### src/rtl/video_fetch.sv
// video_fetch: VGA timing with one-word-ahead framebuffer prefetch and an 8bpp pixel serializer.
module video_fetch #(
  parameter int          H_ACTIVE  = 640,
  parameter int          H_FP      = 16,
  parameter int          H_SYNC    = 96,
  parameter int          H_BP      = 48,
  parameter int          V_ACTIVE  = 480,
  parameter int          V_FP      = 10,
  parameter int          V_SYNC    = 2,
  parameter int          V_BP      = 33,
  parameter logic [23:0] FB_BASE   = 24'h000000,
  parameter int          FETCH_LAT = 10
) (
  input  logic        clk,
  input  logic        reset_n,
  input  logic        pix_ce,
  output logic [23:0] video_addr,
  input  logic [63:0] video_din,
  output logic [7:0]  pixel,
  output logic        de,
  output logic        hsync,
  output logic        vsync,
  output logic        frame_start
);
  localparam int H_TOTAL = H_ACTIVE + H_FP + H_SYNC + H_BP;
  localparam int V_TOTAL = V_ACTIVE + V_FP + V_SYNC + V_BP;
  localparam int HW = $clog2(H_TOTAL);
  localparam int VW = $clog2(V_TOTAL);
  localparam int CW = $clog2(FETCH_LAT + 1);
  localparam logic [HW-1:0] H_ACT  = HW'(H_ACTIVE);
  localparam logic [HW-1:0] H_LAST = HW'(H_ACTIVE - 8);
  localparam logic [HW-1:0] H_SS   = HW'(H_ACTIVE + H_FP);
  localparam logic [HW-1:0] H_SE   = HW'(H_ACTIVE + H_FP + H_SYNC);
  localparam logic [HW-1:0] H_END  = HW'(H_TOTAL - 1);
  localparam logic [VW-1:0] V_ACT  = VW'(V_ACTIVE);
  localparam logic [VW-1:0] V_SS   = VW'(V_ACTIVE + V_FP);
  localparam logic [VW-1:0] V_SE   = VW'(V_ACTIVE + V_FP + V_SYNC);
  localparam logic [VW-1:0] V_END  = VW'(V_TOTAL - 1);

  typedef enum logic [1:0] {F_IDLE, F_WAIT, F_LATCH} fstate_t;

  fstate_t       st_q;
  logic [CW-1:0] cnt_q;
  logic [HW-1:0] h_q, h_d;
  logic [VW-1:0] v_q, v_d, v_nxt;
  logic [23:0]   line_base_q, addr_q, line_d;
  logic [63:0]   shift_q, nxt_q, shift_d;
  logic [7:0]    pixel_q, pixel_d;
  logic          de_q, hsync_q, vsync_q, fs_q;
  logic          visible, word_edge, start_word, start_line, fetch_start;

  always_comb begin
    visible     = (h_q < H_ACT) && (v_q < V_ACT);
    word_edge   = h_q[2:0] == 3'd0;
    h_d         = (h_q == H_END) ? '0 : h_q + 1'b1;
    v_nxt       = (v_q == V_END) ? '0 : v_q + 1'b1;
    v_d         = (h_q == H_END) ? v_nxt : v_q;
    start_word  = pix_ce && visible && word_edge && (h_q < H_LAST);
    start_line  = pix_ce && (h_q == H_ACT) && (v_nxt < V_ACT);
    fetch_start = start_word || start_line;
    line_d      = (v_nxt == '0) ? FB_BASE : line_base_q + 24'(H_ACTIVE);
    // the word boundary tick takes its pixel straight from the prefetch buffer
    pixel_d     = !visible ? 8'd0 : word_edge ? nxt_q[7:0] : shift_q[15:8];
    shift_d     = !visible ? shift_q : word_edge ? nxt_q : shift_q >> 8;
  end

  always_ff @(posedge clk) begin
    if (!reset_n) begin
      h_q         <= '0;
      v_q         <= '0;
      line_base_q <= FB_BASE;
      addr_q      <= FB_BASE;
      shift_q     <= '0;
      pixel_q     <= '0;
      de_q        <= 1'b0;
      hsync_q     <= 1'b1;
      vsync_q     <= 1'b1;
      fs_q        <= 1'b0;
    end else begin
      fs_q <= pix_ce && (h_q == '0) && (v_q == '0);
      if (pix_ce) begin
        h_q     <= h_d;
        v_q     <= v_d;
        shift_q <= shift_d;
        pixel_q <= pixel_d;
        de_q    <= visible;
        hsync_q <= !((h_q >= H_SS) && (h_q < H_SE));
        vsync_q <= !((v_q >= V_SS) && (v_q < V_SE));
        if (start_word) addr_q <= line_base_q + 24'(h_q) + 24'd8;
        if (start_line) begin
          line_base_q <= line_d;
          addr_q      <= line_d;
        end
      end
    end
  end

  // a new start always wins, so a superseded fetch never reaches the buffer
  always_ff @(posedge clk) begin
    if (!reset_n) begin
      st_q  <= F_WAIT;
      cnt_q <= CW'(FETCH_LAT);
      nxt_q <= '0;
    end else if (fetch_start) begin
      st_q  <= F_WAIT;
      cnt_q <= CW'(FETCH_LAT - 1);
    end else if (st_q == F_WAIT) begin
      if (cnt_q == '0) st_q <= F_LATCH;
      else cnt_q <= cnt_q - 1'b1;
    end else if (st_q == F_LATCH) begin
      nxt_q <= video_din;
      st_q  <= F_IDLE;
    end
  end

  assign video_addr  = addr_q;
  assign pixel       = pixel_q;
  assign de          = de_q;
  assign hsync       = hsync_q;
  assign vsync       = vsync_q;
  assign frame_start = fs_q;
endmodule

### config.mk
export PLATFORM = sky130hd
export DESIGN_NAME = video_fetch
export DESIGN_NICKNAME = d
export VERILOG_FILES = /design/src/rtl/video_fetch.sv
export SDC_FILE = /design/constraint.sdc
export NUM_CORES = 1
export LEC_CHECK = 0
export ABC_AREA = 1
export BUFFER_PORTS_ARGS = -buffer_cell sky130_fd_sc_hd__buf_2
export CAP_MARGIN = 15
export CORE_MARGIN = 1
export CORE_UTILIZATION = 40
export CTS_BUF_LIST = sky130_fd_sc_hd__clkbuf_16
export DETAILED_ROUTE_END_ITERATION = 12
export SYNTH_ARGS = -nofsm -noshare
export SYNTH_HDL_FRONTEND = slang
export SYNTH_SLANG_ARGS = --single-unit
### constraint.sdc
create_clock -name clk -period 3.59 [get_ports clk]
set_input_delay 0.8975 -clock clk [delete_from_list [all_inputs] [get_ports clk]]
set_output_delay 0.8975 -clock clk [all_outputs]
set_load 0.005 [all_outputs]
==> flow_summary.toml, run 1 <==
[placed_design]
placed_cells = 1771
gp_congestion = 0.9286
dp_hpwl_mm = 17.93
port_buffers = 102

[logic_synthesis]
synth.distinct_cells = 39
syn_nets = 1499
synth-main-ff-cell = "dfxtp_1"
yosys_warnings = 0
synth.area.top_cells = "dfxtp_1 (40%), nand2_1 (14%), o21ai_0 (5.2%), nand3_2 (5.0%), nand3_1 (4.4%)"
yosysMostFrequentCell = "nand2_1"
synth_edf_count = 0
syn_area_um2 = 10420
synthTopCellsByCount = "nand2_1 (385), dfxtp_1 (206), o21ai_0 (108)"
yosys.area.top_type_share = 0.3956
ys_seq_elements = 206
syn-mean-instance-area_um2 = 7.420
async_reset_ff_frac = 0
synthCells = 1405
synth_area_leader_cell = "dfxtp_1"
seq_area_frac_synth = 0.3956

[pwr]
powerDensity_nw_per_um2 = 440.7
ir_drop_mv = 0.3214
p_leak_uw = 0.004682

[setup_path]
cp_num_cells = 14
critPathKind = "flip-flop to flip-flop"
cp_slowest_stage_delay_ps = 370
crit_fanout = 54
endpoint = "nxt_q[7]"
endpoint_kind = "flip-flop"
critPathMostFrequentCell = "nand2_1"
cp_top_family = "simple AND/OR/NAND/NOR gates"
rr_startpoint = "v_q[1]"
crit_chain = "ha_1, nand2_1, nor2_1, nand3_1, nand2_1, nand2_1, inv_1, nand3_4, nand2_8, nand2_4, clkinv_2, buf_12, nand3_2, a21oi_2"
crit-reg2reg-capture = "nxt_q[7]"
crit_start = "v_q[1]"
reg2reg_slack_ps = 850
slowest_stage = "dfxtp_1"
crit_arrival_ps = 3200
worst_r2r_path_depth = 14
worst-path-buf-inv = 3
cp-start-kind = "flip-flop"
required_ps = 4050

[global_route]
antenna_found_initial = 0
grt.overflow.total = 0
grt_pass1_vias = 8724
grt_max_degree = 85
grt_usage = 0.1988
grt_pass1_wl_mm = 43.55

[die]
initial_core_util = 0.4104
fp.dieW_um = 163.4
core-area_um2 = 25400
dieArea_um2 = 26710
rows = 58
fp.dieH_um = 163.4
top_level_ports = 103

[sta]
post-route-min-period_ps = 2744
worst_pin_slew_ps = 934.3
setup-tns-final_ps = 0
hold_viol_final = 0
finalMaxSlewViolations = 0
fmax_mhz = 364.4
finClkSkew_ps = 18.40
min_period_over_period = 0.7645
grt_setup_unrepaired = "no"
hold_slack_ps = 450.6
slew_headroom = 0.3771
finalSetupViolCount = 0

[clock_tree]
root_buffer = "clkbuf_16"
post_cts.repair.setup_buffers = 0
cts_tree = "done"
hold_buffers = 0
numCtsBuffers = 24
cts_resized = 0
clk_path_buf_depth = 3
clk_pin_slew_ps = 60
htree_levels = 1
clock-sinks = 206
insertion_delay_ps = 540

[detailed_routing]
totalWireLength_mm = 26.03
ant_nets = 0
routed_via_density = 5.091
vias = 9235
dr.pass1.iters = 5
drt_iter0_markers = 690
wl_per_cell_um = 14.35
drc_errors = 0

[layout]
multi_input_area_um2 = 5440
layout-drive-gt1-share = 0.1853
fin_nets = 1561
area_growth_pct = 13.68
fillers = 2617
fin_cells = 1814
seq_area_um2 = 4124
fin_util = 0.4666
antennaDiodeCount = 0

[run_status]
outcome = "completed"

[job]
cap_violations = 0

[hold_path]
hold_path_class = "flip-flop to flip-flop"
-- stage by stage --
stage,worst slack [ps],power [uW],cell area (um2)
2_1_floorplan,1387,2721,10430
3_3_place_gp,617.7,2846,11060
3_5_place_dp,539.5,2854,11060
4_1_cts,836.8,5278,11850
5_1_grt,571.7,5443,11850
6_report,845.6,5222,11850
-- cell families (layout without fill, tap and decap cells) --
logic type / after synthesis / after routing / share of synthesized area
compound gates: 300 / 300 / 0.1693
simple gates: 652 / 652 / 0.2952
xor+xnor: 27 / 27 / 0.02268
buf+inv: 193 / 272 / 0.08401
fa+ha+maj: 27 / 27 / 0.03313
flops: 206 / 206 / 0.3956
-- power breakdown --
| part | switching [uW] | leakage, uW | internal (uW) | total [uW] |
|---|---|---|---|---|
| Clock | 985 | 0.000389 | 1440 | 2420 |
| Sequential | 38.8 | 0.00167 | 2360 | 2390 |
| Combinational | 272 | 0.00262 | 133 | 405 |
-- worst min-delay path, stage by stage (launching register included) --
cell	delay, ps
dfxtp_1	320
nand2_1	60
nor2_1	30
-- routing by layer --
| metal | vias to the layer above | wire, um | GRT usage |
|---|---|---|---|
| met1 | 4265 | 12340 | 0.2652 |
| met4 | 0 | 367 | 0.04078 |
| met5 | - | 0 | 0 |
| met3 | 28 | 1237 | 0.03580 |
| met2 | 165 | 12080 | 0.3328 |
| li1 | 4777 | - | - |
-- registers in the layout (all words and copies together), names as in the netlist --
register	flops
shift_q	56
video_addr	24
line_base_q	24
v_q	10
pixel	8
vsync	1
de	1
frame_start	1
cnt_q	4
hsync	1
nxt_q	64
st_q	2
h_q	10
-- worst min path at each step --
stage | start | endpoint | slack, ps | cells past startpoint
CTS | line_base_q[5] | line_base_q[5] | 450 | 2
global placement | line_base_q[5] | line_base_q[5] | 440 | 2
finish | line_base_q[5] | line_base_q[5] | 450 | 2
detailed placement | line_base_q[5] | line_base_q[5] | 440 | 2
global route | line_base_q[5] | line_base_q[5] | 470 | 2
floorplan | line_base_q[0] | line_base_q[0] | 430 | 2
-- layout make-up --
| type | count | share of cell area |
|---|---|---|
| clock buffer | 24 | 0.05068 |
| tap | 330 | 0.03484 |
| sequential | 206 | 0.3480 |
| multi-input combinational | 1006 | 0.4590 |
| inverter | 112 | 0.03579 |
| timing repair buffer | 117 | 0.05574 |
| clock inverter | 19 | 0.01594 |
-- cells in the final DEF, fill, tap and decap left out, types with 3 or more instances in the layout --
| cell type | count |
|---|---|
| a31oi_1 | 49 |
| inv_1 | 109 |
| dfxtp_1 | 206 |
| bufinv_16 | 3 |
| nand2_1 | 385 |
| buf_4 | 12 |
| nor3_1 | 15 |
| o21ai_0 | 108 |
| o22ai_1 | 10 |
| nand3_2 | 52 |
| clkinv_1 | 9 |
| ha_1 | 26 |
| nor2_1 | 69 |
| nand3b_1 | 6 |
| nor2_2 | 3 |
| a21oi_2 | 50 |
| xor2_1 | 23 |
| a21oi_1 | 82 |
| buf_2 | 102 |
| clkinv_2 | 4 |
| nand3_1 | 92 |
| clkbuf_16 | 24 |
| buf_12 | 3 |
| xnor2_1 | 4 |
| nor2_4 | 5 |
| nand2_2 | 4 |
| nand4_1 | 11 |
(Power assumes the default switching activity.)
==> run 2, diff against run 1 <==
Clock period 3.59 ns to 2.65 ns, I/O delays scaled along.
==> run 2 against run 1 <==
Clock-buffer cell count increased by 1. Critical path depth decreased by 3. Fmax increased by 13%. Largest cell class unchanged. Worst setup slack got worse by 630 ps.
==> flow_summary.toml, run 2 (synthesized netlist as in run 1, its figures left out) <==
[pwr]
powerDensity_nw_per_um2 = 601.9
p_clk_frac = 0.471
p_int_uw = 5407
p_sw_uw = 1818
ir_drop_mv = 0.3351
p_sw_frac = 0.2516
p_comb_frac = 0.080
seq_power_share = 0.449
p_leak_uw = 0.004783

[layout]
layout-drive-gt1-share = 0.1971
area_growth_pct = 15.13
fin_cells = 1827
seq_area_um2 = 4125
multi_input_area_um2 = 5440
final_cell_area_um2 = 12000
fillers = 2650
regMostFlops = "nxt_q"
mostFrequentLayoutCells = "nand2_1 (385), dfxtp_1 (205), inv_1 (110), o21ai_0 (107), buf_2 (102)"
fin_nets = 1573
final_common_cell = "nand2_1"
top_regs = "nxt_q (64), shift_q (56)"
antennaDiodeCount = 0
largest_reg_flops = 64

[clock_tree]
cts_tree = "done"
root_buffer = "clkbuf_16"
insertion_delay_ps = 540
clk_pin_slew_ps = 60
htree_levels = 1
clk_path_buf_depth = 3
clock-sinks = 206
hold_buffers = 0
numCtsBuffers = 25

[global_route]
grt_pass1_vias = 8827
antenna_found_initial = 0
grt_max_degree = 114
grt_pass1_wl_mm = 44.82
grt_usage = 0.2059
grt.overflow.total = 0

[hold_path]
hold_path_class = "input port to flip-flop"
hp-start = "video_din[7]"

[setup_path]
rr_startpoint = "h_q[1]"
cp-start-kind = "flip-flop"
crit_chain = "ha_1, ha_1, inv_1, fa_1, nor2_1, nand2_1, nand2_1, a21oi_1, xnor2_1, o21ai_0, a21oi_1"
endpoint_kind = "flip-flop"
required_ps = 3120
slowest_stage = "fa_1"
crit_arrival_ps = 2900
crit_start = "h_q[1]"
cp_slowest_stage_delay_ps = 430
crit_fanout = 4
critPathKind = "flip-flop to flip-flop"
reg2reg_slack_ps = 220

[die]
fp.dieH_um = 163.4
dieArea_um2 = 26710
top_level_ports = 103
rows = 58
initial_core_util = 0.4104
fp.dieW_um = 163.4
core-area_um2 = 25400

[sta]
worst_pin_slew_ps = 696.6
hold_viol_final = 0
post-route-min-period_ps = 2432
slew_headroom = 0.5356
finalSetupViolCount = 0
fmax_mhz = 411.2
finalMaxSlewViolations = 0
min_period_over_period = 0.9177
hold_slack_ps = 377.7
setup-tns-final_ps = 0
grt_setup_unrepaired = "no"
finClkSkew_ps = 8.071

[placed_design]
gp_congestion = 0.9372
dp_hpwl_mm = 18.13
port_buffers = 102
placed_cells = 1782
place_area_um2 = 11180

[detailed_routing]
totalWireLength_mm = 27.29
dr.pass1.iters = 5
vias = 9432
routed_via_density = 5.163
ant_nets = 0
wl_per_cell_um = 14.93
drc_errors = 0
drt_iter0_markers = 652

[run_status]
outcome = "completed"

[job]
cap_violations = 0
-- run 2: repair_timing --
action | in CTS | in global routing
gates resized for setup | 0 | 2
setup buffers | 0 | 0
setup endpoints to repair | 0 | 3
-- run 2: final timing paths --
path                                        to  depth (start not counted)
worst min register to register  line_base_q[1]                          2
worst max-delay path             video_addr[9]                         11
worst max register to register   video_addr[9]                         11
worst min-delay path                  nxt_q[7]                          3
-- run 2: area by class of cell --
cell class / count / area share
flip-flops and latches: 206 / 0.3437
repair buffers: 128 / 0.06505
multi-input cells: 1006 / 0.4532
inverters: 112 / 0.03534
well taps: 330 / 0.03440
clock inverters: 20 / 0.01616
clock buffers: 25 / 0.05212
-- run 2: power groups by stage --
stage / clock network (uW) / logic, uW / registers, uW
2_1_floorplan: 0 / 387 / 3300
3_3_place_gp: 0 / 574 / 3310
3_5_place_dp: 0 / 583 / 3310
4_1_cts: 3480 / 586 / 3240
5_1_grt: 3600 / 649 / 3250
6_report: 3410 / 578 / 3240
-- run 2: worst max-delay path: cells and delay by family, from the launching register on --
| kind | cells | cell delay (ps) |
|---|---|---|
| buf+inv | 1 | 80 |
| flops | 1 | 340 |
| xor+xnor | 1 | 190 |
| simple gates | 3 | 420 |
| fa+ha+maj | 3 | 930 |
| compound gates | 3 | 410 |
-- run 2: per-stage QoR --
step           total power (uW)  utilization  setup WS (ps)
2_1_floorplan              3686            -          531.7
3_3_place_gp               3882       0.4402          227.0
3_5_place_dp               3892       0.4402          223.2
4_1_cts                    7304       0.4725          192.2
5_1_grt                    7502       0.4726          2.652
6_report                   7225       0.4726          218.0
-- run 2: per-layer routing --
metal | share of wire | global-route usage
met1 | 0.47 | 0.2752
met4 | 0.023 | 0.05098
met5 | 0 | 0
met3 | 0.039 | 0.02692
met2 | 0.47 | 0.3478
==> run 3, diff against run 2 <==
Settings changed: ABC_AREA 1 to default, PLACE_DENSITY from default to 0.65.
==> run 3 against run 2 <==
The run now ends with negative setup slack left. Critical path depth is 1 higher. Sequential power hardly changed. Final cell count is 4.2% lower. Fmax is 11% lower. Clock power is 4% lower. Clock-buffer cell count is 1 lower. Worst setup slack worse by 300 ps. Hold slack worse by 10 ps. Largest power group unchanged.
==> flow_summary.toml, run 3 <==
[sta]
worst_pin_slew_ps = 703.8
fmax_mhz = 366.0
slew_headroom = 0.5308
setup-tns-final_ps = -149.8
min_period_over_period = 1.031
finalMaxSlewViolations = 0
finalSetupViolCount = 4
finClkSkew_ps = 11.16
grt_setup_unrepaired = "yes"
post-route-min-period_ps = 2732
hold_viol_final = 0
fin_ws_ps = -81.91

[layout]
largest_reg_flops = 64
area_growth_pct = 29.29
final_cell_area_um2 = 12630
final_common_cell = "nand2_1"
fin_nets = 1508
antennaDiodeCount = 0
top_regs = "nxt_q (64), shift_q (56)"
regMostFlops = "nxt_q"
layout-drive-gt1-share = 0.2458
mostFrequentLayoutCells = "nand2_1 (306), dfxtp_1 (195), a21oi_1 (130), nor2_1 (117), buf_2 (102)"

[detailed_routing]
drc_errors = 0
vias = 9590
ant_nets = 0
routed_via_density = 5.477
totalWireLength_mm = 28.38
drt_iter0_markers = 905
dr.pass1.iters = 5
wl_per_cell_um = 16.21

[global_route]
grt_pass1_wl_mm = 43.19
grt.overflow.total = 0
grt_pass1_vias = 8544
antenna_found_initial = 0
grt_max_degree = 118
grt_usage = 0.2127

[die]
dieArea_um2 = 25060
fp.dieH_um = 158.3
rows = 56
fp.dieW_um = 158.3
initial_core_util = 0.4126
core-area_um2 = 23680
top_level_ports = 103

[clock_tree]
clk_path_buf_depth = 3
htree_levels = 1
numCtsBuffers = 24
insertion_delay_ps = 530
root_buffer = "clkbuf_16"
hold_buffers = 0
cts_tree = "done"
clock-sinks = 206
clk_pin_slew_ps = 60

[logic_synthesis]
yosys_warnings = 0
synth-main-ff-cell = "dfxtp_1"
synth_area_leader_cell = "dfxtp_1"
yosys.area.top_type_share = 0.4221
synth.area.top_cells = "dfxtp_1 (42%), nand2_1 (12%), a21oi_1 (6.9%), nor2_1 (4.6%), a311oi_1 (4.4%)"
syn_nets = 1348
synth.distinct_cells = 73
seq_area_frac_synth = 0.4221
async_reset_ff_frac = 0
synthCells = 1254
yosysMostFrequentCell = "nand2_1"
syn-mean-instance-area_um2 = 7.792
synthTopCellsByCount = "nand2_1 (309), dfxtp_1 (206), a21oi_1 (135)"
synth_edf_count = 0
syn_area_um2 = 9771
ys_seq_elements = 206

[setup_path]
rr_startpoint = "h_q[1]"
crit_start = "h_q[1]"
crit_chain = "ha_4, ha_4, inv_2, fa_2, nor2b_4, o31ai_4, a311oi_2, a21oi_2, buf_12, or3_4, a31oi_4, a21oi_1"
crit_arrival_ps = 3140
critPathKind = "flip-flop to flip-flop"
cp_slowest_stage_delay_ps = 380
critPathMostFrequentCell = "ha_4"
slowest_stage = "fa_2"
cp_num_cells = 12
endpoint_kind = "flip-flop"
cp-start-kind = "flip-flop"
crit_fanout = 6
worst_r2r_path_depth = 12
endpoint = "video_addr[13]"
crit-reg2reg-capture = "video_addr[13]"
reg2reg_slack_ps = -80
worst-path-buf-inv = 2
required_ps = 3060
cp_top_family = "adder cells"

[pwr]
finalPower_uw = 7089
ir_drop_mv = 0.3396
p_leak_uw = 0.004796
powerDensity_nw_per_um2 = 561.2

[job]
cap_violations = 0

[run_status]
violations = "negative setup slack"
outcome = "finished with violations"

[placed_design]
port_buffers = 102
gp_congestion = 0.8811
dp_hpwl_mm = 17.73
place_area_um2 = 11080
dp_slack_ps = -180.3

[hold_path]
hold_path_class = "input port to flip-flop"
==> run 3: cell count changes in the layout (fill, tap and decap cells not counted), sizes merged, moves of 41 or more <==
cell | previous run | this run
a31oi | 49 | 8
buf | 128 | 218
nand3 | 146 | 34
a311oi | 0 | 50
nand2 | 392 | 309
nor2 | 77 | 121
o21ai | 108 | 40
inv | 115 | 26
==> run 3: tightest hold or removal path, delay by kind of cell <==
kind                   cells  cell delay (ps)
buffers and inverters      1               90
AOI/OAI and AO/OA          1               50
and+or+nand+nor            1               40
==> run 3: cell families after synthesis <==
group | Yosys count | share of synthesized area
simple gates | 582 | 0.2638
compound gates | 297 | 0.2014
flops | 206 | 0.4221
buf+inv | 112 | 0.04930
fa+ha+maj | 27 | 0.03534
xor+xnor | 25 | 0.02241
mux | 5 | 0.005634
==> run 3: report_power, final <==
group          internal, uW  switching [uW]  total [uW]
sequential             3170            44.5        3220
combinational           222             369         591
clock                  1940            1340        3280
total                  5330            1760        7090
==> run 3: how the worst min path moves through the flow <==
stage	start	end	slack [ps]	cells after the start
final	video_din[50]	nxt_q[50]	370	3
after global routing	video_din[50]	nxt_q[50]	350	3
after CTS	video_din[50]	nxt_q[50]	350	3
after detailed placement	video_addr[18]	video_addr[18]	440	2
after global placement	nxt_q[7]	nxt_q[7]	440	2
after floorplan	shift_q[56]	shift_q[56]	430	2
==> run 3: per-stage QoR <==
step	hold slack, ps	util	cells
2_1_floorplan	432.1	-	1254
3_5_place_dp	443.6	0.4680	1674
5_1_grt	353.8	0.5334	1751
3_3_place_gp	441.7	0.4680	1674
4_1_cts	353.4	0.5035	1720
6_report	367.7	0.5334	1751
==> run 3: repair_timing <==
action / CTS / global route
cloned: 0 / 7
pin swaps: 8 / 37
endpoints found under the hold margin: 0 / 0
endpoints found under the setup margin: 14 / 102
gates resized for setup: 11 / 90
setup buffers: 2 / 24
==> run 3: final cells by class <==
class	instances	area [um2]
clock inverter	20	177.7
sequential	206	4140
timing repair buffer	223	1672
clock buffer	24	600.6
inverter	22	85.08
fill	2259	11050
tap	319	399.1
multi-input combinational	937	5558
==> run 3: metal layers <==
metal / up-vias / global-route usage / share of wire
met3: 67 / 0.02341 / 0.056
met1: 4486 / 0.2937 / 0.46
met4: 0 / 0.06319 / 0.028
li1: 4700 / - / -
met2: 337 / 0.3480 / 0.46
met5: - / 0 / 0
